--- config.mk ---
export PLATFORM = sky130hd
export DESIGN_NAME = store_serializer
export DESIGN_NICKNAME = d
export VERILOG_FILES = /design/src/rtl/store_serializer.sv
export SDC_FILE = /design/constraint.sdc
export NUM_CORES = 1
export LEC_CHECK = 0
export CAP_MARGIN = 20
export CORE_UTILIZATION = 48
export CTS_CLUSTER_SIZE = 25
export DETAILED_ROUTE_END_ITERATION = 10
export GPL_TIMING_DRIVEN = 0
export PLACE_DENSITY = 0.81
export SYNTH_ARGS = -nofsm -noshare
export SYNTH_HDL_FRONTEND = slang
export SYNTH_SLANG_ARGS = --single-unit
--- constraint.sdc ---
create_clock -name clk_in -period 2.3 [get_ports clk_in]
set_input_delay 0.23 -clock clk_in [delete_from_list [all_inputs] [get_ports clk_in]]
set_output_delay 0.23 -clock clk_in [all_outputs]
set_load 0.01 [all_outputs]
--- src/rtl/store_serializer.sv ---
// store_serializer: turns one SB/SH/SW store request into consecutive
// little-endian byte writes on the 8-bit RAM write port, then pulses done.
module store_serializer #(
   parameter int unsigned        ADDR_W   = 32,
   parameter int unsigned        ORDER_W  = 6,
   parameter logic [ORDER_W-1:0] ORDER_SB = ORDER_W'(20),
   parameter logic [ORDER_W-1:0] ORDER_SH = ORDER_W'(21),
   parameter logic [ORDER_W-1:0] ORDER_SW = ORDER_W'(22)
) (
   input  logic               clk_in,
   input  logic               rst_n,
   input  logic               rdy_in,
   input  logic               req_valid,
   output logic               req_ready,
   input  logic [ORDER_W-1:0] req_order,
   input  logic [ADDR_W-1:0]  req_addr,
   input  logic [31:0]        req_data,
   output logic [ADDR_W-1:0]  mem_a,
   output logic [7:0]         mem_dout,
   output logic               mem_wr,
   output logic               busy,
   output logic               done
);

   typedef enum logic [1:0] {
      IDLE   = 2'd0,
      WRITE  = 2'd1,
      FINISH = 2'd2
   } state_t;

   state_t              state_q, state_d;
   logic [ADDR_W-1:0]   mem_a_q, mem_a_d;
   logic [31:0]         data_q, data_d;
   logic [1:0]          k_q, k_d;
   logic [1:0]          last_q, last_d;

   logic                is_store;
   logic [1:0]          req_last;

   // Decode the order code into "is a store" and index of its final byte.
   always_comb begin
      is_store = 1'b1;
      req_last = 2'd0;
      if (req_order == ORDER_SB) begin
         req_last = 2'd0;
      end else if (req_order == ORDER_SH) begin
         req_last = 2'd1;
      end else if (req_order == ORDER_SW) begin
         req_last = 2'd3;
      end else begin
         is_store = 1'b0;
      end
   end

   // Next-state and datapath update; everything holds while rdy_in is low.
   // The address register steps by one per byte and the data register shifts
   // right by a byte, so the low byte is always the one on the port.
   always_comb begin
      state_d = state_q;
      mem_a_d = mem_a_q;
      data_d  = data_q;
      k_d     = k_q;
      last_d  = last_q;
      if (rdy_in) begin
         case (state_q)
            IDLE: begin
               if (req_valid) begin
                  if (is_store) begin
                     state_d = WRITE;
                     mem_a_d = req_addr;
                     data_d  = req_data;
                     k_d     = 2'd0;
                     last_d  = req_last;
                  end else begin
                     state_d = FINISH;
                  end
               end
            end
            WRITE: begin
               if (k_q == last_q) begin
                  state_d = FINISH;
               end else begin
                  k_d     = k_q + 2'd1;
                  mem_a_d = mem_a_q + ADDR_W'(1);
                  data_d  = data_q >> 8;
               end
            end
            FINISH: begin
               state_d = IDLE;
            end
            default: begin
               state_d = IDLE;
            end
         endcase
      end
   end

   // State and datapath registers with asynchronous clear.
   always_ff @(posedge clk_in or negedge rst_n) begin
      if (!rst_n) begin
         state_q <= IDLE;
         mem_a_q <= '0;
         data_q  <= '0;
         k_q     <= '0;
         last_q  <= '0;
      end else begin
         state_q <= state_d;
         mem_a_q <= mem_a_d;
         data_q  <= data_d;
         k_q     <= k_d;
         last_q  <= last_d;
      end
   end

   // Output decode; strobes are gated by rdy_in so a paused cycle never writes
   // and the done pulse lands on exactly one enabled cycle.
   always_comb begin
      req_ready = (state_q == IDLE);
      busy      = (state_q == WRITE);
      mem_wr    = (state_q == WRITE) && rdy_in;
      done      = (state_q == FINISH) && rdy_in;
      mem_a     = mem_a_q;
      mem_dout  = data_q[7:0];
   end

endmodule

==> metrics.csv, run 1 <==
metric;value;unit
first-pass GRT wire length;19200;µm
Avg Synthesized Cell Area;8.55;µm²
DP HPWL;8670;µm
maximum root-to-sink buffer count;2;
Post-Syn Area;3970;µm²
Yosys warning count;0;
Starting Density;50.6;%
TritonCTS sink count;70;
Die Y;92.9;µm
GRT worst endpoint;mem_a[30]$_DFFE_PN0P_/D;
# IOs;118;
Port Buf Inserts;117;
initial antenna violation count;0;
number of synthesized register bits;70;
post-synthesis sequential area ratio;44.1;%
row count;32;
CTS Root Cell;clkbuf_8;
status;stopped before the end;
hold_buf cts;0;
Synth Instances;464;
H-tree levels;3;
Post-Syn Nets;539;
Last stage;detailed routing (5_2_route);
gpl congestion;0.859;
Synth Flop Type;dfrtp_1;
GRT Overall Usage;28.7;%
kind of the worst endpoint;register input;
largest net degree at the start of global routing;71;
Die Wd;92.9;µm
CTS buffer count;9;
Synth cell types;52;
vias in the first global route;3825;
Post-synth ARST share;100;%
first error;Error: net73 28 pin not visited #guides = 271;
Overflow after GRT;0;
Post-synth EDFFs;0;
## metal layers
layer  track usage, %
met5                0
met1             39.2
met4             11.9
met3             4.93
met2             45.2
## cell usage after synthesis (2+ instances only)
library cell / n / area, µm²
a31oi_1: 32 / 200
o22ai_1: 5 / 31.3
a31o_2: 2 / 17.5
o21a_1: 3 / 22.5
and3_1: 10 / 62.6
and4_1: 2 / 17.5
buf_1: 4 / 15.0
dfrtp_1: 70 / 1750
nand2b_1: 5 / 31.3
o22a_1: 14 / 123
buf_4: 9 / 67.6
clkbuf_1: 13 / 48.8
a311oi_1: 2 / 17.5
a2bb2oi_1: 3 / 26.3
nor2_1: 57 / 214
inv_1: 6 / 22.5
a21oi_1: 34 / 170
nor3_4: 2 / 32.5
nand3_1: 17 / 85.1
nand2_1: 87 / 327
o211ai_1: 2 / 15.0
buf_2: 10 / 50.1
nor3b_1: 2 / 15.0
a41oi_1: 3 / 26.3
nor3_1: 5 / 25.0
nand4_4: 3 / 63.8
mux2i_1: 4 / 40.0
and2_1: 8 / 50.1
o21ai_0: 18 / 90.1
or2_2: 2 / 12.5
nor4_4: 2 / 42.5
nand4_1: 7 / 43.8
xor2_1: 2 / 17.5
## stage by stage
stage / util [%] / TNS, ps / setup slack (ps) / instance area (µm²) / cells
2_1_floorplan: - / 0 / 402 / 3970 / 464
3_3_place_gp: 67.1 / -96940 / -1380 / 5270 / 683
4_1_cts: 69.6 / 0 / 51.0 / 5470 / 699
3_5_place_dp: 67.1 / -547 / -319 / 5270 / 683
5_1_grt: 69.8 / 0 / 21.8 / 5480 / 699
## cells by family after synthesis
logic type | Yosys count | share of synthesized area [%]
simple gates | 218 | 28.2
buf+inv | 44 | 5.52
fa+ha+maj | 1 | 0.315
flops | 70 | 44.1
compound gates | 125 | 20.4
xor+xnor | 2 | 0.441
mux | 4 | 1.01
## timing repair
action,CTS,global route
setup buffers,1,0
pin swaps,0,0
gates resized for setup,6,3
endpoints found under the setup margin,2,5
==> run 2, diff against run 1 <==
--- a/config.mk
+++ b/config.mk
@@ -6,11 +6,10 @@
 export NUM_CORES = 1
 export LEC_CHECK = 0
 export CAP_MARGIN = 20
-export CORE_UTILIZATION = 48
-export CTS_CLUSTER_SIZE = 25
+export CORE_UTILIZATION = 40
 export DETAILED_ROUTE_END_ITERATION = 10
 export GPL_TIMING_DRIVEN = 0
-export PLACE_DENSITY = 0.81
+export PLACE_DENSITY_LB_ADDON = 0.15
 export SYNTH_ARGS = -nofsm -noshare
 export SYNTH_HDL_FRONTEND = slang
 export SYNTH_SLANG_ARGS = --single-unit
==> metrics.csv, run 2 <==
metric;value;unit
Leak Pwr;2.36;nW
# DRC;0;
worst-skew pair later-pin latency;360;ps
most used routing layer;met2;
R2R depth;8;
Avg Synthesized Cell Area;8.55;µm²
met1 Use GR;34.9;%
row count;35;
RSZ-0062 raised after global routing;no;
Clock Pin Slew Worst Setup and Hold Paths;80;ps
Post-Syn Area;3970;µm²
crit-path max cell delay;520;ps
Overflow after GRT;0;
TNS Setup;0;ps
CTS buffer count;9;
clock skew after layout;15.0;ps
CP required;2070;ps
Post-Syn Nets;539;
Setup Viol. Count Final;0;
Fin. Hold Viols;14;
worst slew pin tran;911;ps
pwr dens;815;nW/µm²
drt pass-1 iters;5;
# fillers;876;
dominant combinational cell family by area after synthesis;simple AND/OR/NAND/NOR gates;
status;finished, violations left;
area fraction of the dominant cell type after synthesis;44.1;%
post-layout min period;2210;ps
gpl congestion;0.873;
total routed wirelength;12400;µm
Vias/cell;5.52;
Routed Antenna Nets;0;
relative slew slack;39.3;%
mux cell area share after synthesis;1.01;%
Setup crit start kind;flop;
post-route cell area;5550;µm²
Synth Instances;464;
most frequent cells in the layout;116 x clkdlybuf4s50_1, 87 x nand2_1, 70 x dfrtp_1;
worst r2r src;state_q[0]$_DFFE_PN0P_;
DP HPWL;8900;µm
area leader, netlist;dfrtp_1;
Period Utilization, post-route;96.3;%
top cells by area, synth;dfrtp_1 44%, nand2_1 8.2%, nor2_1 5.4%;
first-iteration detailed-routing DRC count;231;
max frequency;0.452;GHz
r2r setup slk;150;ps
RR Endpoint;mem_a[2]$_DFFE_PN0P_;
Core Util, Final;59.0;%
Setup crit end kind;output port;
Yosys warning count;0;
CTS tree;done;
DP Area;5300;µm²
routed vias;4009;
critical path cell sequence;nand2b_1 -> buf_2 -> inv_6 -> buf_12 -> and2_1 -> clkdlybuf4s50_1;
n_diodes;0;
maximum root-to-sink buffer count;2;
critical path type;reg -> out;
post-synthesis sequential area ratio;44.1;%
initial antenna violation count;0;
maximum vdd ir drop;0.383;mV
share of cells above drive strength 1;9.88;%
met2 Use GR;38.9;%
GR met3 Demand/Resource;4.49;%
Crit path arrival time;1980;ps
Worst Hold Class;in -> async;
Die Y;102;µm
violations in the final reports;negative hold slack;
CTS Root Cell;clkbuf_8;
largest net degree at the start of global routing;71;
Final #Nets;667;
GRT Overall Usage;25.0;%
Post-synth EDFFs;0;
commonest non-fill, non-tap cell in the layout;clkdlybuf4s50_1;
Design Power;4.52;mW
TritonCTS sink count;70;
Hold WS;-29.7;ps
H-tree levels;3;
cell with the most instances after synthesis;nand2_1;
adder-cell share of the synthesized area;0.315;%
Synth Area in XOR/XNOR;0.441;%
Post-synth ARST share;100;%
highest net fanout along the worst path;19;
Area Overhead vs Synth;39.8;%
Starting Density;42.2;%
vias in the first global route;3933;
Slew Viols, Final;0;
# IOs;118;
core area;9420;µm²
Port Buf Inserts;117;
Die Wd;102;µm
die area;10300;µm²
first-pass GRT wire length;19800;µm
post-synthesis compound-gate area fraction;20.4;%
Crit-path slowest cell;clkdlybuf4s50_1;
simple-gate share of the synthesized area;28.2;%
Synth Flop Type;dfrtp_1;
Worst setup endpoint;mem_wr;
max-cap violations;0;
hold_buf cts;0;
Post-synth top cells;87 x nand2_1, 70 x dfrtp_1, 57 x nor2_1;
Synth cell types;52;
routed len/inst;17.1;µm
number of synthesized register bits;70;
Crit. Startpoint;state_q[1]$_DFFE_PN0P_;
## run 2: cell counts after synthesis
Identical to the previous run, type by type.
## run 2: critical path: cells and delay by family (launching register included)
| kind | cells | cell delay, ps |
|---|---|---|
| buffers and inverters | 4 | 950 |
| DFF | 1 | 400 |
| and+or+nand+nor | 2 | 280 |
## run 2: where the power goes
group	leakage, nW	internal, mW	switching [mW]	total (mW)
logic	1.36	0.816	0.541	1.36
clock network	0.104	0.619	0.526	1.15
registers	0.890	1.59	0.428	2.02
## run 2: layout make-up
type / count / area (µm²) / area share [%]
well taps: 129 / 161 / 2.91
flip-flops and latches: 70 / 1750 / 31.6
multi-input cells: 350 / 2000 / 36.1
plain buffers: 36 / 206 / 3.72
repair buffers: 118 / 1180 / 21.2
clock buffers: 10 / 128 / 2.30
clock inverters: 6 / 92.6 / 1.67
inverters: 7 / 31.3 / 0.564
## run 2: metal layers
| metal | routed length [µm] | part of all wire, % |
|---|---|---|
| met4 | 226 | 1.8 |
| met3 | 915 | 7.4 |
| met5 | 0 | 0 |
| met1 | 5610 | 45 |
| met2 | 5650 | 46 |
## run 2: worst min path at each step
stage / start / endpoint / slack (ps) / depth (start not counted)
detailed placement: rst_n / mem_a[14]$_DFFE_PN0P_ / 410 / 1
global placement: data_q[24]$_DFFE_PN0P_ / data_q[24]$_DFFE_PN0P_ / 450 / 2
CTS: rst_n / mem_a[23]$_DFFE_PN0P_ / 30 / 1
global route: rst_n / mem_a[15]$_DFFE_PN0P_ / 70 / 1
floorplan: rst_n / data_q[0]$_DFFE_PN0P_ / -70 / 0
finish: rst_n / mem_a[15]$_DFFE_PN0P_ / -30 / 1
## run 2: kinds of logic (layout without fill, tap and decap cells)
family          count (synthesis)  after routing
xor+xnor                        2              2
fa+ha+maj                       1              1
mux                             4              4
flops                          70             70
buf+inv                        44            177
compound gates                125            125
simple gates                  218            218
## run 2: per-stage QoR
stage	hold WS [ps]	worst slack (ps)	std cells
after floorplan	-65.6	402	464
after global placement	453	-1450	710
after detailed placement	412	-360	710
after CTS	25.1	65.6	726
after global routing	72.6	6.38	726
final	-29.7	85.6	726
## run 2: what timing repair did
| item | in CTS | in global routing |
|---|---|---|
| gates resized for setup | 6 | 5 |
| setup buffers | 1 | 0 |
| endpoints found under the setup margin | 2 | 4 |
| endpoints found under the hold margin | 0 | 0 |
(Power assumes the default switching activity.)
==> run 3, diff against run 2 <==
--- a/config.mk
+++ b/config.mk
@@ -5,6 +5,7 @@
 export SDC_FILE = /design/constraint.sdc
 export NUM_CORES = 1
 export LEC_CHECK = 0
+export ABC_CLOCK_PERIOD_IN_PS = 2300
 export CAP_MARGIN = 20
 export CORE_UTILIZATION = 40
 export DETAILED_ROUTE_END_ITERATION = 10
==> results of run 3 <==
No change in the layout: final DEF, timing and power equal those of run 2.
